File: src/rtl/uart_pkg.sv
// Shared types and constants for the buffered UART transmitter.
// Parity/FSM enums and 50 MHz baud divisors.
package uart_pkg;

  typedef enum logic [1:0] {
    PAR_NONE = 2'd0,
    PAR_EVEN = 2'd1,
    PAR_ODD  = 2'd2
  } parity_t;

  typedef enum logic [2:0] {
    S_IDLE,
    S_START,
    S_DATA,
    S_PARITY,
    S_STOP
  } state_t;

  localparam int unsigned DIV_300    = 166667;
  localparam int unsigned DIV_9600   = 5208;
  localparam int unsigned DIV_38400  = 1302;
  localparam int unsigned DIV_115200 = 434;
  localparam int unsigned DIV_MIN    = 2;

  // Mode 3 is an alias for "no parity".
  function automatic parity_t decode_parity(
    input logic [1:0] mode
  );
    parity_t p;
    p = PAR_NONE;
    unique case (mode)
      2'd1:    p = PAR_EVEN;
      2'd2:    p = PAR_ODD;
      default: p = PAR_NONE;
    endcase
    return p;
  endfunction

endpackage

File: src/rtl/uart_tx_fifo_fifo.sv
// Generic single-clock first-word-fall-through FIFO.
// Ports: wr_en/wr_data, rd_en/rd_data, full, empty, level.
module uart_sync_fifo #(
  parameter int DEPTH = 16,
  parameter int WIDTH = 8
) (
  input  logic                     clk,
  input  logic                     rst_n,
  input  logic                     wr_en,
  input  logic [WIDTH-1:0]         wr_data,
  input  logic                     rd_en,
  output logic [WIDTH-1:0]         rd_data,
  output logic                     full,
  output logic                     empty,
  output logic [$clog2(DEPTH):0]   level
);

  localparam int AW = $clog2(DEPTH);

  logic [WIDTH-1:0] mem_q [DEPTH];
  logic [AW:0]      wr_ptr_q, wr_ptr_d;
  logic [AW:0]      rd_ptr_q, rd_ptr_d;
  logic             wr_ok, rd_ok;

  // Extra pointer bit distinguishes full from empty.
  assign level   = wr_ptr_q - rd_ptr_q;
  assign full    = (level == (AW+1)'(DEPTH));
  assign empty   = (level == '0);
  assign wr_ok   = wr_en && !full;
  assign rd_ok   = rd_en && !empty;
  assign rd_data = mem_q[rd_ptr_q[AW-1:0]];

  always_comb begin
    wr_ptr_d = wr_ptr_q;
    rd_ptr_d = rd_ptr_q;
    if (wr_ok) wr_ptr_d = wr_ptr_q + 1'b1;
    if (rd_ok) rd_ptr_d = rd_ptr_q + 1'b1;
  end

  always_ff @(posedge clk or negedge rst_n) begin
    if (!rst_n) begin
      wr_ptr_q <= '0;
      rd_ptr_q <= '0;
    end else begin
      wr_ptr_q <= wr_ptr_d;
      rd_ptr_q <= rd_ptr_d;
    end
  end

  always_ff @(posedge clk) begin
    if (wr_ok) mem_q[wr_ptr_q[AW-1:0]] <= wr_data;
  end

endmodule

File: src/rtl/uart_tx_fifo.sv
// Buffered UART transmitter: FIFO + frame serialiser.
// Ports: config (baud_div,data_bits,parity_mode,stop2), din handshake, level, busy, TX.
module uart_tx_fifo
  import uart_pkg::*;
#(
  parameter int DATA_W     = 8,
  parameter int FIFO_DEPTH = 16,
  parameter int DIV_W      = 18
) (
  input  logic                          CLK_50M,
  input  logic                          rst_n,
  input  logic [DIV_W-1:0]              baud_div,
  input  logic [3:0]                    data_bits,
  input  logic [1:0]                    parity_mode,
  input  logic                          stop2,
  input  logic [DATA_W-1:0]             din,
  input  logic                          din_valid,
  output logic                          din_ready,
  output logic [$clog2(FIFO_DEPTH):0]   fifo_level,
  output logic                          busy,
  output logic                          TX
);

  state_t              state_q, state_d;
  logic [DIV_W-1:0]    cnt_q, cnt_d;
  logic [DIV_W-1:0]    div_q, div_d;
  logic [3:0]          idx_q, idx_d;
  logic [3:0]          nbits_q, nbits_d;
  parity_t             par_q, par_d;
  logic                stop2_q, stop2_d;
  logic [DATA_W-1:0]   sh_q, sh_d;
  logic                acc_q, acc_d;
  logic                tx_q, tx_d;

  logic                fifo_full, fifo_empty;
  logic [DATA_W-1:0]   fifo_dout;
  logic                pop, bit_end;

  uart_sync_fifo #(
    .DEPTH (FIFO_DEPTH),
    .WIDTH (DATA_W)
  ) u_fifo (
    .clk     (CLK_50M),
    .rst_n   (rst_n),
    .wr_en   (din_valid),
    .wr_data (din),
    .rd_en   (pop),
    .rd_data (fifo_dout),
    .full    (fifo_full),
    .empty   (fifo_empty),
    .level   (fifo_level)
  );

  assign pop       = (state_q == S_IDLE) && !fifo_empty;
  assign bit_end   = (cnt_q == div_q - 1'b1);
  assign din_ready = !fifo_full;
  assign busy      = (state_q != S_IDLE) || !fifo_empty;
  assign TX        = tx_q;

  // tx_d is the line level of the current state, so TX
  // trails the FSM by exactly one clock.
  always_comb begin
    state_d = state_q;
    cnt_d   = bit_end ? '0 : cnt_q + 1'b1;
    div_d   = div_q;
    idx_d   = idx_q;
    nbits_d = nbits_q;
    par_d   = par_q;
    stop2_d = stop2_q;
    sh_d    = sh_q;
    acc_d   = acc_q;
    tx_d    = 1'b1;
    unique case (state_q)
      S_IDLE: begin
        cnt_d = '0;
        if (pop) begin
          state_d = S_START;
          div_d   = (baud_div < DIV_W'(DIV_MIN))
                    ? DIV_W'(DIV_MIN) : baud_div;
          nbits_d = (data_bits >= 4'd5 &&
                     data_bits <= 4'(DATA_W))
                    ? data_bits : 4'(DATA_W);
          par_d   = decode_parity(parity_mode);
          stop2_d = stop2;
          sh_d    = fifo_dout;
          acc_d   = 1'b0;
          idx_d   = '0;
        end
      end
      S_START: begin
        tx_d = 1'b0;
        if (bit_end) state_d = S_DATA;
      end
      S_DATA: begin
        tx_d = sh_q[0];
        if (bit_end) begin
          sh_d  = sh_q >> 1;
          acc_d = acc_q ^ sh_q[0];
          idx_d = idx_q + 1'b1;
          if (idx_q == nbits_q - 4'd1) begin
            idx_d   = '0;
            state_d = (par_q == PAR_NONE) ? S_STOP : S_PARITY;
          end
        end
      end
      S_PARITY: begin
        tx_d = acc_q ^ (par_q == PAR_ODD);
        if (bit_end) state_d = S_STOP;
      end
      S_STOP: begin
        tx_d = 1'b1;
        if (bit_end) begin
          if (stop2_q && idx_q == '0) begin
            idx_d = 4'd1;
          end else begin
            idx_d   = '0;
            state_d = S_IDLE;
          end
        end
      end
      default: state_d = S_IDLE;
    endcase
  end

  always_ff @(posedge CLK_50M or negedge rst_n) begin
    if (!rst_n) begin
      state_q <= S_IDLE;
      cnt_q   <= '0;
      div_q   <= DIV_W'(DIV_MIN);
      idx_q   <= '0;
      nbits_q <= 4'(DATA_W);
      par_q   <= PAR_NONE;
      stop2_q <= 1'b0;
      sh_q    <= '0;
      acc_q   <= 1'b0;
      tx_q    <= 1'b1;
    end else begin
      state_q <= state_d;
      cnt_q   <= cnt_d;
      div_q   <= div_d;
      idx_q   <= idx_d;
      nbits_q <= nbits_d;
      par_q   <= par_d;
      stop2_q <= stop2_d;
      sh_q    <= sh_d;
      acc_q   <= acc_d;
      tx_q    <= tx_d;
    end
  end

endmodule
File: config.mk
export PLATFORM = sky130hd
export DESIGN_NAME = uart_tx_fifo
export DESIGN_NICKNAME = d
export VERILOG_FILES = /design/src/rtl/uart_pkg.sv /design/src/rtl/uart_tx_fifo_fifo.sv /design/src/rtl/uart_tx_fifo.sv
export SDC_FILE = /design/constraint.sdc
export NUM_CORES = 1
export LEC_CHECK = 0
export ABC_CLOCK_PERIOD_IN_PS = 3500
export CORE_MARGIN = 1.5
export CORE_UTILIZATION = 55
export CTS_BUF_LIST = sky130_fd_sc_hd__clkbuf_4
export CTS_CLUSTER_DIAMETER = 100
export DETAILED_ROUTE_END_ITERATION = 8
export GPL_ROUTABILITY_DRIVEN = 1
export PLACE_DENSITY = 0.77
export SYNTH_ARGS = -nofsm -noshare
export SYNTH_HDL_FRONTEND = slang
export SYNTH_SLANG_ARGS = --single-unit
File: constraint.sdc
create_clock -name CLK_50M -period 3.5 [get_ports CLK_50M]
set_input_delay 0.525 -clock CLK_50M [delete_from_list [all_inputs] [get_ports CLK_50M]]
set_output_delay 0.525 -clock CLK_50M [all_outputs]
set_load 0.05 [all_outputs]
==> flow_summary_export.csv <==
group,metric,value,unit
logic_synthesis,yosys_warnings,0,
clock_tree,htreeDepth,4,
critical_path,cp-end-kind,"flop",
clock_tree,cts_tree,"done",
global_route,grt_pass1_vias,5767,
sta,setup_viol,0,
power,powerDensity,530,mW/mm2
die,rows,46,
layout,final_cell_mix,"128 x edfxtp_1, 80 x nand2_1, 66 x dfrtp_1, 45 x nor2_1, 40 x mux4_2",
global_route,grt_overflow,0,
layout,final_common_cell,"edfxtp_1",
power,leakagePower,3.77,nW
logic_synthesis,synthXorXnorAreaFrac,0.0512,
critical_path,worst_setup_path_start_kind,"flop",
route,drt-initial-drc-count,465,
worst_hold_path,holdCritStartpoint,"stop2",
clock_tree,ctsRootBufferMaster,"clkbuf_4",
die,die_h,131,um
route,ant_nets,0,
clock_tree,clk_latency,0.63,ns
critical_path,critPathLaunch,"div_q[4]$_DFFE_PN0P_",
sta,fin_crit_sh,0.964,
global_route,grt_pass1_wl,30.8,mm
logic_synthesis,async_flop_share,0.354,
sta,fin_skew,0.0402,ns
layout,regArea,0.00560,mm2
logic_synthesis,synth_nets,734,
logic_synthesis,synth_top_family_by_area,"simple AND/OR/NAND/NOR gates",
route,num_vias,5709,
critical_path,path_max_fanout,18,
critical_path,cp_data_required_time,4.01,ns
sta,fin_ws,0.127,ns
outcome,status,"complete, no violations",
logic_synthesis,synthCells,683,
route,wl_per_cell,19.6,um
logic_synthesis,synth.area.top_cells,"edfxtp_1 42%, dfrtp_1 18%, mux4_2 9.9%",
critical_path,critPathKind,"reg -> reg",
critical_path,worstSetupEndpoint,"cnt_q[8]$_DFF_PN0_",
logic_synthesis,synth_top_area_cell,"edfxtp_1",
route,drt-total-wl,19.0,mm
place,dp_slack,0.0934,ns
sta,worst_pin_slew,0.764,ns
global_route,grt_max_degree,36,
sta,slew_headroom,0.491,
layout,area_growth,13.7,%
critical_path,r2r_start,"div_q[4]$_DFFE_PN0P_",
route,via_per_inst,5.90,
global_route,grt_usage,0.232,
power,peakVddDrop,0.432,mV
sta,fin_crit,3.37,ns
critical_path,reg2reg_depth,10,
logic_synthesis,syn_area,0.00907,mm2
die,initial_core_util,0.567,
sta,fmax,296,MHz
clock_tree,clk_pin_slew,0.16,ns
logic_synthesis,synth.distinct_cells,59,
logic_synthesis,synth.area.mux_share,0.101,
logic_synthesis,synth_edf_count,128,
power,total_power,5.47,mW
route,dr.pass1.iters,5,
place,globalplace.congestion,0.880,
layout,fin_nets,788,
sta,drv_slew,0,
sta,rsz0062_at_grt,"true",
logic_synthesis,synth_fa_ha_area_frac,0.0215,
critical_path,worstReg2RegEnd,"cnt_q[8]$_DFF_PN0_",
logic_synthesis,synth_compound_area_frac,0.0449,
critical_path,worstPathArrival,3.88,ns
critical_path,r2r_setup_slack,0.13,ns
layout,multi_input_area,0.00340,mm2
die,pin_count,44,
die,design.die.area,0.0173,mm2
layout,fillers,1179,
logic_synthesis,synth_area_per_cell,13.3,um2
place,io_buffer_count,43,
logic_synthesis,yosys.area_share.simple,0.137,
clock_tree,numCtsBuffers,17,
logic_synthesis,synthFlopType,"edfxtp_1",
die,die_x,131,um
worst_hold_path,holdCritPathClass,"in -> reg",
sta,finalHoldViolCount,0,
run,max-cap-violations,0,
logic_synthesis,ys_ff_latch,198,
global_route,grt_antenna_before_repair,1,
die,core_area,0.0160,mm2
clock_tree,cts_sinks,198,
logic_synthesis,synth.top_cell.area_share,0.424,
logic_synthesis,yosysSeqAreaShare,0.617,
clock_tree,cts_buffer_depth,2,
layout,drive_gt1_frac,0.193,
route,route.detailed.drc,0,
place,dp_hpwl,13.1,mm
cell type report:
type / instances / area share
clock buffer: 17 / 0.0124
inverter: 25 / 0.00909
timing repair buffer: 69 / 0.0642
sequential: 198 / 0.543
clock inverter: 15 / 0.0158
multi-input combinational: 426 / 0.330
antenna: 1 / 0.000242
tap: 216 / 0.0262
per-stage QoR:
stage               hold WS, ns  area [um2]  instances   util  setup TNS, ns
detailed placement        0.491        9980        932  0.623              0
floorplan                 0.229        9220        683      -              0
finish                    0.439       10300        967  0.645              0
global route              0.420       10300        967  0.645        -0.0442
CTS                       0.419       10300        966  0.643              0
global placement          0.488        9980        932  0.623              0
timing repair:
action                                  4_1_cts  5_1_grt
endpoints found under the setup margin        1       34
pin swaps                                     0        1
hold buffers                                  1        0
hold endpoints to repair                     30        0
setup buffers                                 1        0
gates resized for setup                       0        9
critical path: stages, from the launching register on:
cell	delay (ns)
dfrtp_1	0.41
or4_4	0.60
or4b_4	0.57
o31ai_1	0.21
o211ai_1	0.14
or4b_4	0.58
buf_4	0.21
nor2b_2	0.15
a21o_1	0.10
buf_4	0.21
nor2_1	0.09
flip-flops by register name, indices dropped and copies added, names as in the netlist:
name / cells
stop2_q: 1
idx_q: 4
sh_q: 8
state_q: 3
par_q: 2
u_fifo.mem_q: 128
div_q: 18
cnt_q: 18
u_fifo.wr_ptr_q: 5
acc_q: 1
TX: 1
u_fifo.rd_ptr_q: 5
nbits_q: 4
how the worst min path moves through the flow:
| stage | cells past startpoint | endpoint | slack (ns) |
|---|---|---|---|
| 6_report | 3 | stop2_q$_DFFE_PN0P_ | 0.44 |
| 5_1_grt | 3 | stop2_q$_DFFE_PN0P_ | 0.42 |
| 4_1_cts | 3 | stop2_q$_DFFE_PN0P_ | 0.42 |
| 3_5_place_dp | 1 | u_fifo.rd_ptr_q[4]$_DFFE_PN0P_ | 0.49 |
| 3_3_place_gp | 1 | u_fifo.rd_ptr_q[4]$_DFFE_PN0P_ | 0.49 |
| 2_1_floorplan | 0 | acc_q$_DFFE_PN0P_ | 0.23 |
cells in the mapped netlist, types with 3 or more instances:
master and n:
a211oi_1 4, clkbuf_1 21, nand2b_1 5, nand3_1 16, and3_1 3, nor4b_1 3
o211ai_1 7, buf_6 3, or4_1 4, a21o_1 3, inv_1 24, nor2b_1 5
xor2_1 29, edfxtp_1 128, nand4_1 10, mux4_2 40, buf_1 7, o31ai_1 3
xnor2_1 24, nor4_1 10, nand2_1 83, ha_1 14, nor3_1 36, nand3b_1 3
dfstp_2 3, o21ai_0 19, buf_2 3, dfrtp_1 67, a21oi_1 9, nor2_1 57
layer usage:
layer	part of all wire	routed length, um	vias to the layer above	global-route usage
li1	-	-	2632	-
met1	0.42	7920	2863	0.304
met2	0.52	9800	184	0.392
met3	0.049	934	30	0.0505
met4	0.017	319	0	0.0667
met5	0	0	-	0
power by group:
part	switching [mW]	internal, mW
sequential	0.127	2.73
combinational	0.825	0.561
clock	0.845	0.385
total	1.80	3.67
logic make-up after synthesis:
family / Yosys count
multiplexers: 42
buffers and inverters: 59
adder cells (fa/ha/maj): 15
XOR/XNOR: 53
AND/OR/NAND/NOR: 254
flip-flops: 198
AO/OA/AOI/OAI: 62
Note: power is estimated with default switching activity, not from simulation.
